==> src/rtl/ahb_burst_master.sv <==
// ahb_burst_master: command-driven AHB-Lite master issuing SINGLE, INCR, INCRx and WRAPx bursts,
// fully pipelined with one beat per cycle when the bus is ready.
// Define AHB_MASTER_STATS_EN to add the beat_cnt / err_cnt statistics outputs.
`timescale 1ns/1ps
module ahb_burst_master #(
    parameter int ADDR_W = 32,
    parameter int DATA_W = 32
) (
    input  logic              clk,
    input  logic              hresetn,
    input  logic              cmd_valid,
    output logic              cmd_ready,
    input  logic              cmd_write,
    input  logic [ADDR_W-1:0] cmd_addr,
    input  logic [2:0]        cmd_burst,
    input  logic [2:0]        cmd_size,
    output logic              wr_req,
    input  logic [DATA_W-1:0] wr_data,
    output logic              rd_valid,
    output logic [DATA_W-1:0] rd_data,
    output logic              done,
    output logic              err,
`ifdef AHB_MASTER_STATS_EN
    output logic [15:0]       beat_cnt,
    output logic [7:0]        err_cnt,
`endif
    output logic [ADDR_W-1:0] haddr,
    output logic [1:0]        htrans,
    output logic              hwrite,
    output logic [2:0]        hsize,
    output logic [2:0]        hburst,
    output logic [DATA_W-1:0] hwdata,
    input  logic [DATA_W-1:0] hrdata,
    input  logic              hreadyin,
    input  logic              hresp
);

    localparam logic [1:0] TRANS_IDLE   = 2'b00;
    localparam logic [1:0] TRANS_NONSEQ = 2'b10;
    localparam logic [1:0] TRANS_SEQ    = 2'b11;
    localparam logic [2:0] MAX_SIZE     = 3'($clog2(DATA_W / 8));

    typedef enum logic [1:0] {
        IDLE,
        ADDR,
        LAST,
        ERR
    } state_e;

    state_e            state_q, state_d;
    logic [ADDR_W-1:0] haddr_q, haddr_d;
    logic [1:0]        htrans_q, htrans_d;
    logic              hwrite_q, hwrite_d;
    logic [2:0]        hsize_q, hsize_d;
    logic [2:0]        hburst_q, hburst_d;
    logic [DATA_W-1:0] hwdata_q, hwdata_d;
    logic [DATA_W-1:0] rdData_q, rdData_d;
    logic              rdValid_q, rdValid_d;
    logic              done_q, done_d;
    logic              err_q, err_d;
    logic              cmdReady_q, cmdReady_d;
    logic [3:0]        beatsLeft_q, beatsLeft_d;
    logic              wrReq;

    logic [ADDR_W-1:0] incr;
    logic [ADDR_W-1:0] wrapMask;
    logic [ADDR_W-1:0] sumAddr;
    logic [ADDR_W-1:0] nextAddr;
    logic              isWrap;
    logic              dataPhase;

    // Number of beats in a burst; SINGLE and undefined-length INCR both issue one beat
    function automatic logic [4:0] burstBeats(input logic [2:0] burst);
        case (burst)
            3'b010, 3'b011: burstBeats = 5'd4;
            3'b100, 3'b101: burstBeats = 5'd8;
            3'b110, 3'b111: burstBeats = 5'd16;
            default:        burstBeats = 5'd1;
        endcase
    endfunction

    // WRAP bursts keep the upper address bits of an aligned (beats x bytes) block
    assign incr      = ADDR_W'(1) << hsize_q;
    assign wrapMask  = (ADDR_W'(burstBeats(hburst_q)) << hsize_q) - ADDR_W'(1);
    assign sumAddr   = haddr_q + incr;
    assign isWrap    = (hburst_q != 3'b000) && !hburst_q[0];
    assign nextAddr  = isWrap ? ((haddr_q & ~wrapMask) | (sumAddr & wrapMask)) : sumAddr;

    // A data phase is outstanding whenever a SEQ beat is in address phase, or in the final data-only cycle
    assign dataPhase = ((state_q == ADDR) && (htrans_q == TRANS_SEQ)) || (state_q == LAST);

    // Next-state and bus-output logic; a low hreadyin freezes everything except an error abort
    always_comb begin
        state_d     = state_q;
        haddr_d     = haddr_q;
        htrans_d    = htrans_q;
        hwrite_d    = hwrite_q;
        hsize_d     = hsize_q;
        hburst_d    = hburst_q;
        hwdata_d    = hwdata_q;
        rdData_d    = rdData_q;
        beatsLeft_d = beatsLeft_q;
        rdValid_d   = 1'b0;
        done_d      = 1'b0;
        err_d       = 1'b0;
        wrReq       = 1'b0;

        case (state_q)
            IDLE: begin
                if (cmd_valid && cmdReady_q) begin
                    if (cmd_size > MAX_SIZE) begin
                        done_d = 1'b1;
                        err_d  = 1'b1;
                    end else begin
                        state_d     = ADDR;
                        haddr_d     = cmd_addr;
                        htrans_d    = TRANS_NONSEQ;
                        hwrite_d    = cmd_write;
                        hsize_d     = cmd_size;
                        hburst_d    = cmd_burst;
                        beatsLeft_d = 4'(burstBeats(cmd_burst) - 5'd1);
                    end
                end
            end

            ADDR, LAST: begin
                if (dataPhase && hresp) begin
                    htrans_d = TRANS_IDLE;
                    if (hreadyin) begin
                        state_d = IDLE;
                        done_d  = 1'b1;
                        err_d   = 1'b1;
                        if (!hwrite_q) begin
                            rdValid_d = 1'b1;
                            rdData_d  = hrdata;
                        end
                    end else begin
                        state_d = ERR;
                    end
                end else if (hreadyin) begin
                    if (dataPhase && !hwrite_q) begin
                        rdValid_d = 1'b1;
                        rdData_d  = hrdata;
                    end
                    if (state_q == ADDR) begin
                        wrReq = hwrite_q;
                        if (hwrite_q) begin
                            hwdata_d = wr_data;
                        end
                        if (beatsLeft_q == 4'd0) begin
                            state_d  = LAST;
                            htrans_d = TRANS_IDLE;
                        end else begin
                            haddr_d     = nextAddr;
                            htrans_d    = TRANS_SEQ;
                            beatsLeft_d = beatsLeft_q - 4'd1;
                        end
                    end else begin
                        state_d = IDLE;
                        done_d  = 1'b1;
                    end
                end
            end

            ERR: begin
                if (hreadyin) begin
                    state_d = IDLE;
                    done_d  = 1'b1;
                    err_d   = 1'b1;
                    if (!hwrite_q) begin
                        rdValid_d = 1'b1;
                        rdData_d  = hrdata;
                    end
                end
            end

            default: begin
                state_d  = IDLE;
                htrans_d = TRANS_IDLE;
            end
        endcase

        cmdReady_d = (state_d == IDLE);
    end

    // State and output registers, cleared asynchronously so a reset aborts any burst silently
    always_ff @(posedge clk or negedge hresetn) begin
        if (!hresetn) begin
            state_q     <= IDLE;
            haddr_q     <= '0;
            htrans_q    <= TRANS_IDLE;
            hwrite_q    <= 1'b0;
            hsize_q     <= 3'd0;
            hburst_q    <= 3'd0;
            hwdata_q    <= '0;
            rdData_q    <= '0;
            rdValid_q   <= 1'b0;
            done_q      <= 1'b0;
            err_q       <= 1'b0;
            cmdReady_q  <= 1'b0;
            beatsLeft_q <= 4'd0;
        end else begin
            state_q     <= state_d;
            haddr_q     <= haddr_d;
            htrans_q    <= htrans_d;
            hwrite_q    <= hwrite_d;
            hsize_q     <= hsize_d;
            hburst_q    <= hburst_d;
            hwdata_q    <= hwdata_d;
            rdData_q    <= rdData_d;
            rdValid_q   <= rdValid_d;
            done_q      <= done_d;
            err_q       <= err_d;
            cmdReady_q  <= cmdReady_d;
            beatsLeft_q <= beatsLeft_d;
        end
    end

`ifdef AHB_MASTER_STATS_EN
    logic [15:0] beatCnt_q;
    logic [7:0]  errCnt_q;
    logic        beatDone;

    assign beatDone = hreadyin && (dataPhase || (state_q == ERR));

    // Saturating counters of completed data beats and of commands that ended with an error
    always_ff @(posedge clk or negedge hresetn) begin
        if (!hresetn) begin
            beatCnt_q <= 16'd0;
            errCnt_q  <= 8'd0;
        end else begin
            if (beatDone && (beatCnt_q != 16'hFFFF)) begin
                beatCnt_q <= beatCnt_q + 16'd1;
            end
            if (err_d && (errCnt_q != 8'hFF)) begin
                errCnt_q <= errCnt_q + 8'd1;
            end
        end
    end

    assign beat_cnt = beatCnt_q;
    assign err_cnt  = errCnt_q;
`endif

    assign cmd_ready = cmdReady_q;
    assign wr_req    = wrReq;
    assign rd_valid  = rdValid_q;
    assign rd_data   = rdData_q;
    assign done      = done_q;
    assign err       = err_q;
    assign haddr     = haddr_q;
    assign htrans    = htrans_q;
    assign hwrite    = hwrite_q;
    assign hsize     = hsize_q;
    assign hburst    = hburst_q;
    assign hwdata    = hwdata_q;

endmodule

==> config.mk <==
export PLATFORM = sky130hd
export DESIGN_NAME = ahb_burst_master
export DESIGN_NICKNAME = d
export VERILOG_FILES = /design/src/rtl/ahb_burst_master.sv
export SDC_FILE = /design/constraint.sdc
export NUM_CORES = 1
export LEC_CHECK = 0
export CAP_MARGIN = 20
export CELL_PAD_IN_SITES_DETAIL_PLACEMENT = 0
export CELL_PAD_IN_SITES_GLOBAL_PLACEMENT = 1
export CORE_MARGIN = 4
export CORE_UTILIZATION = 31
export CTS_CLUSTER_DIAMETER = 200
export CTS_CLUSTER_SIZE = 14
export DETAILED_ROUTE_END_ITERATION = 7
export PLACE_DENSITY = 0.77
export SYNTH_ARGS = -nofsm -noshare
export SYNTH_HDL_FRONTEND = slang
export SYNTH_SLANG_ARGS = --single-unit
==> constraint.sdc <==
create_clock -name clk -period 3 [get_ports clk]
set_input_delay 0.6 -clock clk [delete_from_list [all_inputs] [get_ports clk]]
set_output_delay 0.6 -clock clk [all_outputs]
set_load 0.02 [all_outputs]
==> results.cfg <==
[synthesis]
synthAdderAreaFrac_pct = 3.405
synth_top_family_by_area = compound AO/OA/AOI/OAI gates
synth-compound-area-share_pct = 17.04
synthSimpleGateAreaFrac_pct = 15.52
syn_area_per_cell_um2 = 10.27
async_reset_ff_share_pct = 100.0
synth_top_area_share_pct = 44.50
ys_ff_latch = 115
ys_types = 81
muxShareOfSynthArea_pct = 14.66
netlist_area_mm2 = 0.006467
synth_area_leaders = dfrtp_1, mux2_2, nand2_1, ha_1, a21oi_1
synth-edff-count = 0
yosys.area.top_type = dfrtp_1
synthXorXnorAreaFrac_pct = 1.219
yosys_most_used_dff = dfrtp_1
yosysWarnings = 0
ys_seq_area_share_pct = 44.50
syn_nets = 755
synth_cells = 630

[drt]
vias = 5864
drt-vias-per-instance = 5.135
drt_wl_total_um = 21440
met2_length_um = 10320
antenna_left = 0
met3WireLength_um = 2083
routedWlPerCell_um = 18.78
first_iter_violations = 357
top_layer = met4
wl_met1_um = 8801
drt_first_pass_iters = 4
drc = 0

[grt]
antenna_found_initial = 0
grt_pass1_vias = 6064
grt_use_total_pct = 18.22
grt_max_degree = 49
grt_pass1_wl_um = 33870
overflow = 0

[worst_hold_path]
timing.hold.worst.class = input port to asynchronous set/reset pin

[power_and_ir_drop]
leakagePower_nw = 3.952
ir_worst_vdd_mv = 0.5116
power.density_mw_per_mm2 = 1083

[floorplanning]
fp.dieH_um = 152.4
core_mm2 = 0.02036
rows = 52
die_area_mm2 = 0.02324
start_util_pct = 31.76
die_w_um = 152.4
io_pins = 218

[final_layout]
layout_commonest_cell = clkdlybuf4s50_1
final_util_pct = 47.96
diodes = 0
area_delta_synth_final_pct = 51.02
drive_gt1_share_pct = 18.81
nFillCells = 1878
layout_common_cells = clkdlybuf4s50_1, dfrtp_1, nand2_1, mux2_2, a21oi_1
fin_nets = 985

[setup_path]
crit_chain = nor3_4 > ha_2 > inv_1 > fa_1 > and2b_1 > o2111ai_2 > a21boi_2 > nor2_2 > or4_1 > o311a_1
arrival_ps = 3090
cp-start-kind = register
cp-startpoint = hsize[2]
timing.rr.start = hsize[2]
cp_max_fo = 6
crit_path_end_kind = register
crit_required_ps = 3300
cpPeakStageDelay_ps = 510
cpMaxStageDelayCell = or4_1
crit_family = simple AND/OR/NAND/NOR gates
path_class = register to register
ff2ff_path_depth = 10
crit_buf_inv = 1
rrSetupSlack_ps = 200

[timing]
slew_headroom_pct = 57.62
min_period_over_period_pct = 93.24
setup_violations = 0
tightestPinTransition_ps = 635.7
timing.setup.tns_ps = 0
maxSlewViolCount = 0
period_minus_slack_ps = 2797
hold_viol = 0
finClkSkew_ps = 9.174
rsz0062_at_grt = false
fin_ws_ps = 202.9
fmaxAchievable_mhz = 357.5

[clock_network]
cts_max_level = 4
path_clk_slew_ps = 60
cts_root_buf = clkbuf_16
clk-insertion-delay-late_ps = 420
cts_tree = done
cts_hold_buf = 0
cts_setup_buffers = 0
numCtsBuffers = 17
cts.path.max_buffers = 2
clock-sinks = 115

[outcome]
status = finished clean

[placement]
io_buffers = 217
hpwl_um = 16020
dp_worst_setup_slack_ps = 168.6
place_congestion = 0.8721

[run]
cap_violations = 0
-- cells in the mapped netlist, drive strengths merged (3+ instances only) --
library cell  number
buf               21
ha                16
and3              10
o21ai             38
a211oi             7
a31o               5
a21o               4
nor3              19
a22oi              8
o2111ai            5
nor3b              3
o211ai             6
nor2              31
nor2b              4
o31a               3
dfrtp            115
nand2             68
nor4               7
xor2               3
mux2i             16
nand3             20
clkbuf            14
nand2b             7
xnor2              6
inv               20
and2               4
a21oi             37
o22ai             10
a31oi              5
mux2              70
nand4              6
-- logic make-up after synthesis --
family          Yosys count
compound gates          157
xor+xnor                  9
fa+ha+maj                17
buf+inv                  55
flops                   115
mux                      86
simple gates            191
-- final cells by class --
cell class / count / area, um2 / area share [%]
clock buffer: 17 / 425.4 / 4.356
multi-input combinational: 460 / 3395 / 34.76
inverter: 20 / 75.07 / 0.7686
sequential: 115 / 2880 / 29.49
tap: 270 / 337.8 / 3.459
timing repair buffer: 246 / 2449 / 25.07
clock inverter: 14 / 205.2 / 2.101
-- timing repair --
item	in CTS	in global routing
cloned	0	0
resized for setup	1	2
pin swaps	0	1
setup endpoints to repair	1	3
-- layer usage --
metal  up-vias  GRT usage (%)
li1       2788              -
met1      2845          21.57
met2       214          30.50
met3        17          7.668
met4         0          5.091
met5         -              0
-- worst max path at each step --
stage,to,slack (ps),cells after the start
after floorplan,register,5,13
after global placement,register,220,10
after detailed placement,register,170,10
after CTS,register,140,10
after global routing,register,6,10
final,register,200,10
-- where the power goes --
group,leakage [nW],switching (mW),internal [mW]
logic,2.23,2.94,2.62
registers,1.42,0.605,2.23
clock network,0.300,0.792,1.40
total,3.95,4.34,6.24
-- through the flow --
step | instances | area, um2 | power, mW | hold slack (ps)
after floorplan | 630 | 6531 | 6.017 | 304.4
after global placement | 1111 | 9133 | 8.396 | 467.9
after detailed placement | 1111 | 9133 | 8.431 | 478.7
after CTS | 1142 | 9762 | 10.69 | 214.4
after global routing | 1142 | 9767 | 11.26 | 228.7
final | 1142 | 9767 | 10.58 | 202.0
(Power assumes the default switching activity.)
